$ cat src/rtl/unidade_busca.sv
// unidade_busca -- instruction fetch/issue unit.
// Holds PC and IR, fetches over a req/ack handshake and presents the opcode
// to Controle. Chooses the next PC from Controle's EscCP/EscCondCP/FonteCP,
// the ULA zero flag and the ULA result.
// Optional feature macro: BUSCA_TIMEOUT_EN (sticky fetch-timeout flag).
module unidade_busca #(
   parameter int LARG_END       = 8,
   parameter int LARG_INSTR     = 16,
   parameter int PC_RESET       = 0,
   parameter int TIMEOUT_CICLOS = 15
) (
   input  logic                  clk,
   input  logic                  rst_n,
   output logic                  mem_req,
   output logic [LARG_END-1:0]   mem_end,
   input  logic                  mem_ack,
   input  logic [LARG_INSTR-1:0] mem_rdata,
   output logic [LARG_INSTR-1:0] ir,
   output logic [3:0]            opcode,
   output logic                  instr_valida,
   input  logic                  parar,
   input  logic                  EscCP,
   input  logic                  EscCondCP,
   input  logic [1:0]            FonteCP,
   input  logic                  ula_zero,
   input  logic [LARG_END-1:0]   ula_res,
   output logic [LARG_END-1:0]   pc,
   output logic                  erro_busca
);

   typedef enum logic [1:0] {
      BUSCA_OCIOSA = 2'b00,
      BUSCA_BUSCA  = 2'b01,
      BUSCA_EXEC   = 2'b10
   } estado_t;

   estado_t               estado_q, estado_d;
   logic [LARG_END-1:0]   pc_q, pc_d;
   logic [LARG_INSTR-1:0] ir_q, ir_d;
   logic [LARG_END-1:0]   pc_mais1_s;
   logic [LARG_END-1:0]   pc_prox_s;
   logic                  tomar_s;

   // PC successor: unsigned, wraps modulo 2^LARG_END
   assign pc_mais1_s = pc_q + {{(LARG_END-1){1'b0}}, 1'b1};
   assign tomar_s    = EscCP & (~EscCondCP | ula_zero);

   // Next-PC selection; anything not taken falls through to pc+1
   always_comb begin
      pc_prox_s = pc_mais1_s;
      if (tomar_s) begin
         case (FonteCP)
            2'b01:   pc_prox_s = ula_res;
            2'b10:   pc_prox_s = ir_q[LARG_END-1:0];
            default: pc_prox_s = pc_mais1_s;
         endcase
      end else begin
         pc_prox_s = pc_mais1_s;
      end
   end

   // Fetch/execute FSM next state, PC and IR updates
   always_comb begin
      estado_d = estado_q;
      pc_d     = pc_q;
      ir_d     = ir_q;
      case (estado_q)
         BUSCA_OCIOSA: begin
            estado_d = BUSCA_BUSCA;
         end
         BUSCA_BUSCA: begin
            if (mem_ack) begin
               ir_d     = mem_rdata;
               estado_d = BUSCA_EXEC;
            end else begin
               estado_d = BUSCA_BUSCA;
            end
         end
         BUSCA_EXEC: begin
            if (parar) begin
               estado_d = BUSCA_EXEC;
            end else begin
               pc_d     = pc_prox_s;
               estado_d = BUSCA_BUSCA;
            end
         end
         default: begin
            estado_d = BUSCA_OCIOSA;
         end
      endcase
   end

   // State, PC and IR registers
   always_ff @(posedge clk or negedge rst_n) begin
      if (!rst_n) begin
         estado_q <= BUSCA_OCIOSA;
         pc_q     <= LARG_END'(PC_RESET);
         ir_q     <= {LARG_INSTR{1'b0}};
      end else begin
         estado_q <= estado_d;
         pc_q     <= pc_d;
         ir_q     <= ir_d;
      end
   end

`ifdef BUSCA_TIMEOUT_EN
   localparam int LARG_CONT = $clog2(TIMEOUT_CICLOS + 1);

   logic [LARG_CONT-1:0] cont_q, cont_d;
   logic                 erro_q, erro_d;

   // Wait counter: counts un-acked BUSCA cycles, flags and restarts at the limit
   always_comb begin
      cont_d = cont_q;
      erro_d = erro_q;
      if ((estado_q == BUSCA_BUSCA) && !mem_ack) begin
         if (cont_q == LARG_CONT'(TIMEOUT_CICLOS - 1)) begin
            cont_d = {LARG_CONT{1'b0}};
            erro_d = 1'b1;
         end else begin
            cont_d = cont_q + LARG_CONT'(1);
         end
      end else begin
         cont_d = {LARG_CONT{1'b0}};
      end
   end

   // Timeout counter and sticky error flag registers
   always_ff @(posedge clk or negedge rst_n) begin
      if (!rst_n) begin
         cont_q <= {LARG_CONT{1'b0}};
         erro_q <= 1'b0;
      end else begin
         cont_q <= cont_d;
         erro_q <= erro_d;
      end
   end

   assign erro_busca = erro_q;
`else
   logic unused_s;
   assign unused_s   = (TIMEOUT_CICLOS == 0);
   assign erro_busca = 1'b0;
`endif

   // Moore decodes of the registers
   assign mem_req      = (estado_q == BUSCA_BUSCA);
   assign instr_valida = (estado_q == BUSCA_EXEC);
   assign mem_end      = pc_q;
   assign pc           = pc_q;
   assign ir           = ir_q;
   assign opcode       = ir_q[LARG_INSTR-1 -: 4];

endmodule

$ cat config.mk
export PLATFORM = sky130hd
export DESIGN_NAME = unidade_busca
export DESIGN_NICKNAME = d
export VERILOG_FILES = /design/src/rtl/unidade_busca.sv
export SDC_FILE = /design/constraint.sdc
export NUM_CORES = 1
export LEC_CHECK = 0
export BUFFER_PORTS_ARGS = -buffer_cell sky130_fd_sc_hd__clkbuf_2
export CORE_UTILIZATION = 48
export DETAILED_ROUTE_END_ITERATION = 8
export GPL_TIMING_DRIVEN = 0
export PLACE_DENSITY_LB_ADDON = 0.15
export SETUP_SLACK_MARGIN = 0.5
export SKIP_LAST_GASP = 1
export SYNTH_ARGS = -nofsm -noshare
export SYNTH_HDL_FRONTEND = slang
export SYNTH_SLANG_ARGS = --single-unit
$ cat constraint.sdc
create_clock -name clk -period 2.7 [get_ports clk]
set_input_delay 0.405 -clock clk [delete_from_list [all_inputs] [get_ports clk]]
set_output_delay 0.405 -clock clk [all_outputs]
set_load 0.01 [all_outputs]
== Word level (Yosys, flattened, before mapping) ==
Index checks and enable logic that the tools add are counted.

* Register bits after elaboration: 26
* Latch bits: 0
* RAM bits: 0
* ROM bits: 0
* Bits of input ports: 33
* Output and inout bits: 39
* Word-level logic and storage cells: 20
* Memories kept: 0

* Add/sub/neg operators: 1
* Multiply operators: 0
* Divide/modulo/power cells: 0
* Order comparisons: 0
* Eq/ne operators: 4
* Shift operators: 0
* Mux-type cells: 5
* Bitwise logic cells: 4
* Reduce and logical (&&, ||, !) cells: 3

{| class="wikitable"
|+ Operator list
! operator !! number
|-
| $pmux 8 s2 || 1
|-
| $add 8x1->8 const B || 1
|-
| $mux 8 || 1
|-
| $pmux 2 s3 || 1
|-
| $eq 2x1->1 const B || 2
|-
| $eq 2x2->1 const B || 2
|-
| $mux 2 || 2
|-
| $reduce_and 2->1 || 2
|-
| $logic_not 2->1 || 1
|-
| $not 1->1 || 2
|-
| $and 1x1->1 || 1
|-
| $or 1x1->1 || 1
|}

== Longest topological paths before layout ==
Gate-level depths: netlist of run 1.

* Word-level depth: 4
* Gate-level depth with buffers: 8

== Worst setup path after synthesis of run 1 ==
Ideal clock, no wire load.

* Path type: input to register
* Start: input FonteCP[0]
* End: register pc_q[5] (netlist: mem_end[5])
* Arrival time: 1679 ps
* Required time: 2574 ps
* Setup slack: 895 ps
* Stages on the path: 8
* Path buffers: 2
* Cell sequence: inv_1 -> ha_1 -> nor2b_1 -> clkbuf_2 -> and2_1 -> clkbuf_1 -> nand2_1 -> a311o_1

* Word-level cells in the longest chain between the ends: 3

{| class="wikitable"
|+ RTL lines
! what !! line !! RTL
|-
| start, declared || 24 || <nowiki>input logic [1:0] FonteCP,</nowiki>
|-
| $eq 2x2->1 or $eq 2x1->1 (tied branches) || 52 || <nowiki>case (FonteCP)</nowiki>
|-
| $pmux 8 s2 * || 52 ||
|-
| $mux 8 * || 51 || <nowiki>if (tomar_s) begin</nowiki>
|-
| end signal, assigned || 97 || <nowiki>pc_q <= LARG_END'(PC_RESET);</nowiki>
|-
| end signal, assigned || 101 || <nowiki>pc_q <= pc_d;</nowiki>
|-
| end, declared || 38 || <nowiki>logic [LARG_END-1:0] pc_q, pc_d;</nowiki>
|}

Every way passes the cells marked *; elsewhere a longest branch is shown, timed or not.
A chain may end at the register's enable or synchronous reset.

== Worst setup path in the final report of run 1 ==
Same ends and word-level chain as after synthesis.

==> summary.md, run 1 <==
| Metric | Value |
|---|---|
| Final setup viols | 0 |
| Power per cell area | 1020 mW/mm^2 |
| Hold Buf Count CTS | 0 |
| # rows | 19 |
| Final core occ | 66.5% |
| Period utilization | 65.7% |
| CP required | 2.92 ns |
| Sequential area share after synthesis | 46.2% |
| CTS buffer count | 3 |
| Pre-Repair DR Iteration Count | 4 |
| Slew Viols, Final | 0 |
| Core Area | 0.00276 sq mm |
| Die ar. | 0.00315 sq mm |
| Status | finished clean |
| Crit start category | input pin |
| Largest net degree at the start of global routing | 27 |
| Final HPWL DP | 2.42 mm |
| Synthesized cell area | 0.00141 sq mm |
| Yosys cell types | 37 |
| Htree depth | 1 |
| Fill cells | 231 |
| Clk_lat worst skew | 0.32 ns |
| Power, Total | 1.87 mW |
| Pleak | 0.936 nW |
| Crit-path cells | clkbuf_2, inv_1, ha_1, nor2b_1, clkbuf_2, and2_1, clkbuf_1, nand2_1, a311o_1 |
| Top-area cell type share of the netlist area | 46.2% |
| CP Data Arrival Time | 1.99 ns |
| Drt first-iter violations | 32 |
| Adder-Cell Fraction of Synth Area | 2.67% |
| # port buffers | 70 |
| Max Cap Violations | 0 |
| Via count | 1265 |
| FMAX | 564 MHz |
| ANT nets after route | 0 |
| DIE WIDTH | 56.2 um |
| Area leader, netlist | dfrtp_1 |
| Endpoint type of the worst setup path | flip-flop |
| GP Congestion | 0.808 |
| Comb pwr share | 48.9% |
| RSZ-0062 raised after global routing | no |
| Tmin final | 1.77 ns |
| Nets | 243 |
| Share of layout cells above drive strength 1 | 52.4% |
| DRC Markers | 0 |
| Synth area leaders | dfrtp_1, mux2_2, buf_4, a22oi_1, ha_1 |
| Clock Tree Root | clkbuf_4 |
| Die Height | 56.2 um |
| CTS tree | yes |
| Max Root-Sink Buffers | 2 |
| Hold Fails Final Rpt | 0 |
| WL per Instance | 13.1 um |
| Sw Pwr | 0.704 mW |
| Syn. warnings | 0 |
| Rel. slew slack | 56.6% |
| Fin Clk Skew | 0.00569 ns |
| Initial antenna violation count | 0 |
| CP delay by family, top | buffers and inverters |
| Final wirelength | 3.12 mm |
| Slowest CP cell | a311o_1 |
| Worst-path clk slew | 0.14 ns |
| Post-Syn Area per Cell | 10.7 sq um |
| GR Overflow Total | 0 |
| Num ports | 72 |
| Cell mode on critical path | clkbuf_2 |
| Reg2reg setup slack | 0.95 ns |
| Postcts setup bufs | 0 |
| GR Util All Layers | 20.9% |
| Compound-Gate Fraction of Synth Area | 15.0% |
| Synth Area in Simple Gates | 11.6% |
| Global-route wire length before repair | 5.18 mm |
| Synth Area in XOR/XNOR | 0% |
| Vias per std cell | 5.34 |
| Mux share of post-synthesis cell area | 13.5% |
| Slowest cell delay on critical path | 0.34 ns |
| Syn Nets | 168 |
| Kind of critical path | input pin to flip-flop |
| Switch share | 37.7% |
| Worst Path Buf+Inv | 4 |
| TritonCTS Sinks | 26 |
| Clock power frac | 10.7% |
| Vias in the first global route | 1217 |
| Largest family of logic cells by synthesized area | compound AO/OA/AOI/OAI gates |
| Area grow syn2layout | 30.2% |
| Mapped Cells | 132 |
| Reg power frac | 40.4% |
| Peak supply drop | 0.000822 V |
| Max Fanout on Critical Path | 8 |
| Worst hold path class | input pin to async pin |
| TNS Setup | 0 ns |
| Int Power | 1.16 mW |
| Initial Util | 51.0% |
| Register bit total from synthesis | 26 |
| CTS resizes | 0 |
| Worst-Margin Slew | 0.651 ns |
| N_diodes | 0 |
-- power by group through the flow --
stage          Combinational (mW)  Sequential [mW]  Clock (mW)
2_1_floorplan               0.492            0.817           0
3_3_place_gp                0.905            0.747           0
3_5_place_dp                0.923            0.765           0
4_1_cts                     0.926            0.755       0.206
5_1_grt                     0.992            0.785       0.223
6_report                    0.914            0.754       0.199
-- worst register-to-register path, stage by stage, from the launching register on --
cell,delay (ns)
dfrtp_1,0.45
and2b_1,0.26
nor2b_1,0.13
clkbuf_1,0.32
nand2_1,0.14
a311o_1,0.34
-- cell type report --
cell class / instances / area (sq um) / share of cell area (%)
Buffer: 21 / 139 / 7.58
Clock buffer: 4 / 36.3 / 1.98
Inverter: 3 / 11.3 / 0.614
Multi-Input combinational cell: 82 / 607 / 33.1
Sequential cell: 26 / 651 / 35.5
Tap cell: 31 / 38.8 / 2.12
Timing Repair Buffer: 70 / 350 / 19.1
-- registers in the layout (all words and copies together) (netlist names) --
signal / flops
ir: 16
mem_end: 8
estado_q: 2
-- routing by layer --
metal	part of all wire [%]	up-vias	track usage, %
met5	0	-	0
met4	0.48	0	8.01
met3	4.4	2	3.26
met2	52	44	37.6
met1	43	615	24.9
li1	-	604	-
-- synthesized netlist by cell type, drive strengths merged --
cell type and n:
a22oi 8, and2 1, nand3b 1, a2bb2oi 1, conb 1, ha 3
clkbuf 5, a221oi 1, nor2 3, nand2b 3, and2b 2, nand3 6
o22a 1, mux2i 1, dfrtp 26, nor3 1, a311o 1, mux2 16
buf 16, nor4 1, o21ai 4, a2111o 1, nand2 9, inv 3
a21o 1, o31ai 2, o2bb2ai 1, nand4 1, o221ai 1, a21oi 7
a22o 1, or3b 1, nor2b 2
-- path summary, 6_finish.rpt --
kind | to | cells after the start | startpoint
worst max-delay path | mem_end[5]$_DFFE_PN0P_ | 9 | FonteCP[0]
worst min-delay path | mem_end[2]$_DFFE_PN0P_ | 1 | rst_n
worst max register to register | mem_end[5]$_DFFE_PN0P_ | 5 | estado_q[0]$_DFF_PN0_
worst min register to register | ir[10]$_DFFE_PN0P_ | 1 | ir[10]$_DFFE_PN0P_
max in group asynchronous | ir[6]$_DFFE_PN0P_ | 1 | rst_n
min in group clk | estado_q[0]$_DFF_PN0_ | 2 | parar
-- stage by stage --
stage | cell area (sq um) | hold slack (ns) | setup slack, ns | instances
floorplan | 1410 | 0.109 | 0.895 | 132
global placement | 1800 | 0.461 | 0.598 | 233
detailed placement | 1800 | 0.462 | 0.596 | 233
CTS | 1830 | 0.0908 | 0.940 | 237
global route | 1830 | 0.0955 | 0.791 | 237
finish | 1830 | 0.0747 | 0.926 | 237
-- kinds of logic (layout without fill, tap and decap cells) --
group | count (synthesis) | after routing
AO/OA/AOI/OAI | 30 | 30
adder cells (fa/ha/maj) | 3 | 3
buffers and inverters | 24 | 98
flip-flops | 26 | 26
multiplexers | 17 | 17
other | 1 | 1
AND/OR/NAND/NOR | 31 | 31
-- cells in the final DEF, fill, tap and decap left out, types with 2 or more instances in the layout --
| master | count |
|---|---|
| nor2_1 | 2 |
| nand3_1 | 6 |
| dfrtp_1 | 26 |
| o31ai_1 | 2 |
| buf_4 | 13 |
| clkbuf_2 | 71 |
| clkbuf_1 | 4 |
| a22oi_1 | 8 |
| inv_1 | 3 |
| a21oi_1 | 7 |
| mux2_2 | 16 |
| o21ai_0 | 4 |
| ha_1 | 3 |
| nand2b_1 | 3 |
| nor2b_1 | 2 |
| and2b_1 | 2 |
| buf_2 | 2 |
| nand2_1 | 9 |
| clkbuf_4 | 3 |
Power figures use the tool's default switching activity.
==> run 2: changes to the inputs <==
ABC_AREA = 1   (was default)
CORE_UTILIZATION = 42   (was 48)
clock period = 1.43 ns   (was 2.7 ns; I/O delays follow)
==> run 2 against run 1 <==
Against the previous run:
- synthesized cell count rose by 63%
- sequential power rose by 91%
- largest cell class is now non-clock buffers
- worst hold slack improved by 0.011 ns
- clock power rose to 2.6 times the previous value
==> summary.md, run 2 <==
| Metric | Value |
|---|---|
| Status | finished clean |
| Drt first-iter violations | 51 |
| Commonest cells after routing, fill and taps aside | nand2_1, clkbuf_2, buf_6 |
| Die ar. | 0.00391 sq mm |
| Initial Util | 45.0% |
| Slew Viols, Final | 0 |
| Fill cells | 266 |
| Worst-Margin Slew | 0.570 ns |
| Worst Min Path Start | mem_rdata[0] |
| Share of layout cells above drive strength 1 | 52.6% |
| Critical R2R Launch | estado_q[0]$_DFF_PN0_ |
| Power per cell area | 2100 mW/mm^2 |
| Worst Path Buf+Inv | 3 |
| Yosys cell types | 23 |
| Rel. slew slack | 62.0% |
| Kind of critical path | flip-flop to output port |
| Clk_lat worst skew | 0.33 ns |
| Max Cap Violations | 0 |
| Clock Tree Root | clkbuf_4 |
| Slowest cell delay on critical path | 0.45 ns |
| Endpoint type of the worst setup path | output port |
| Hold Fails Final Rpt | 0 |
| Placed Instances | 330 |
| Largest register FFs | 16 |
| # rows | 21 |
| CTS tree | yes |
| RSZ-0062 raised after global routing | yes |
| Async S/R FF share, synth | 100% |
| Global-route wire length before repair | 6.57 mm |
| Final std cells w/o fill | 369 |
| Pre-Repair DR Iteration Count | 6 |
| TritonCTS Sinks | 26 |
| Synth area leaders | dfrtp_1, nand2_1, nand3_1, buf_4, inv_1 |
| Hold path depth | 3 |
| Worst hold path class | input pin to flip-flop |
| Power, Total | 5.51 mW |
| Cell mode on critical path | buf_6 |
| R2R depth | 8 |
| Crit start category | flip-flop |
| Synth Flop Type | dfrtp_1 |
| Top-area cell type share of the netlist area | 42.3% |
| CP delay by family, top | flip-flops |
| Final wirelength | 4.26 mm |
| Sequential area share after synthesis | 42.3% |
| Crit-path cells | inv_2, nor2_4, buf_6, buf_6 |
| Reg2reg setup slack | 0.14 ns |
| CP Data Arrival Time | 1.15 ns |
| Pleak | 1.43 nW |
| DRC Markers | 0 |
| Largest net degree at the start of global routing | 27 |
| Nets | 360 |
| GR Util All Layers | 20.9% |
| Top post-synthesis cells by count | nand2_1, nand3_1, dfrtp_1, buf_4, inv_1 |
| Vias per std cell | 4.64 |
| N_diodes | 0 |
| Vias in the first global route | 1480 |
| GP Congestion | 0.804 |
| Initial antenna violation count | 0 |
| Number of synthesized flops with an enable pin | 0 |
| Htree depth | 1 |
| Post-Syn Area per Cell | 7.15 sq um |
| TNS Setup | 0 ns |
| Register bit total from synthesis | 26 |
| CP required | 1.22 ns |
| GR Overflow Total | 0 |
| Area grow syn2layout | 70.5% |
| Peak supply drop | 0.00134 V |
| Most common cell after layout, fill and taps aside | nand2_1 |
| Synthesized cell area | 0.00154 sq mm |
| Via count | 1714 |
| FMAX | 734 MHz |
| Final setup viols | 0 |
| Final HPWL DP | 2.67 mm |
| Worst-path clk slew | 0.15 ns |
| Die Height | 62.5 um |
| Syn Nets | 251 |
| DIE WIDTH | 62.5 um |
| Tmin final | 1.36 ns |
| Fin Clk Skew | 0.00166 ns |
| Num ports | 72 |
| ANT nets after route | 0 |
| WL per Instance | 11.5 um |
| Reg-to-Reg End | ir[14]$_DFFE_PN0P_ |
| Slowest CP cell | dfrtp_1 |
| Core Area | 0.00342 sq mm |
| Max Fanout on Critical Path | 3 |
| Mapped Cells | 215 |
| Area leader, netlist | dfrtp_1 |
| # port buffers | 69 |
| Syn. warnings | 0 |
| CTS buffer count | 3 |
| Count leader, synth | nand2_1 |
| Worst Hold End | ir[0]$_DFFE_PN0P_ |
| Max Root-Sink Buffers | 2 |
| Period utilization | 95.3% |
[run 2: worst max path at each step]
stage	from	endpoint	cells past startpoint
finish	estado_q[0]$_DFF_PN0_	mem_req	4
global route	estado_q[0]$_DFF_PN0_	mem_req	4
CTS	estado_q[0]$_DFF_PN0_	mem_req	4
detailed placement	FonteCP[0]	mem_end[5]$_DFFE_PN0P_	10
global placement	FonteCP[0]	mem_end[6]$_DFFE_PN0P_	10
floorplan	estado_q[0]$_DFF_PN0_	mem_end[5]$_DFFE_PN0P_	8
[run 2: cells by family after synthesis]
logic type / after synthesis / share of synthesized area [%]
flip-flops: 26 / 42.3
buffers and inverters: 38 / 13.2
adder cells (fa/ha/maj): 3 / 2.44
AO/OA/AOI/OAI: 6 / 1.95
other: 1 / 0.244
XOR/XNOR: 1 / 0.570
AND/OR/NAND/NOR: 140 / 39.3
[run 2: where the power goes]
| group | leakage [nW] | total [mW] | internal (mW) | switching [mW] |
|---|---|---|---|---|
| Clock | 0.0279 | 0.515 | 0.284 | 0.231 |
| Sequential | 0.315 | 1.44 | 1.10 | 0.338 |
| Combinational | 1.09 | 3.56 | 2.01 | 1.55 |
| Total | 1.43 | 5.51 | 3.39 | 2.12 |
[run 2: layout make-up]
class | count | area, sq um | share of cell area, %
clock inverters | 1 | 30.0 | 1.15
clock buffers | 3 | 22.5 | 0.859
multi-input cells | 151 | 807 | 30.8
repair buffers | 104 | 764 | 29.2
well taps | 46 | 57.6 | 2.19
flip-flops and latches | 26 | 658 | 25.1
inverters | 17 | 71.3 | 2.72
plain buffers | 21 | 211 | 8.06
[run 2: per-stage QoR]
step	utilization [%]	instance area [sq um]	hold WS, ns	setup WS [ns]
4_1_cts	68.3	2330	0.0856	0.0536
5_1_grt	76.8	2620	0.0824	0.00612
3_5_place_dp	58.7	2010	0.273	0.157
3_3_place_gp	58.7	2010	0.272	0.172
2_1_floorplan	-	1600	-0.0811	0.267
6_report	76.8	2620	0.0854	0.0674
[run 2: repair_timing]
action,in CTS,in global routing
gates resized for setup,29,65
buffers inserted,21,11
hold endpoints to repair,26,0
pin swaps,14,13
setup endpoints to repair,64,90
cloned,2,0
hold buffers,1,0
[run 2: worst min-delay path: cells and delay by family]
family,cells,cell delay [ns]
buf+inv,1,0.08
simple gates,2,0.10
[run 2: routing by layer]
metal / routed length [um] / GRT usage (%) / vias to the layer above
met5: 0 / 0 / -
met4: 45 / 4.36 / 0
met3: 161 / 3.83 / 6
met2: 2290 / 36.5 / 46
met1: 1760 / 26.8 / 799
li1: - / - / 863
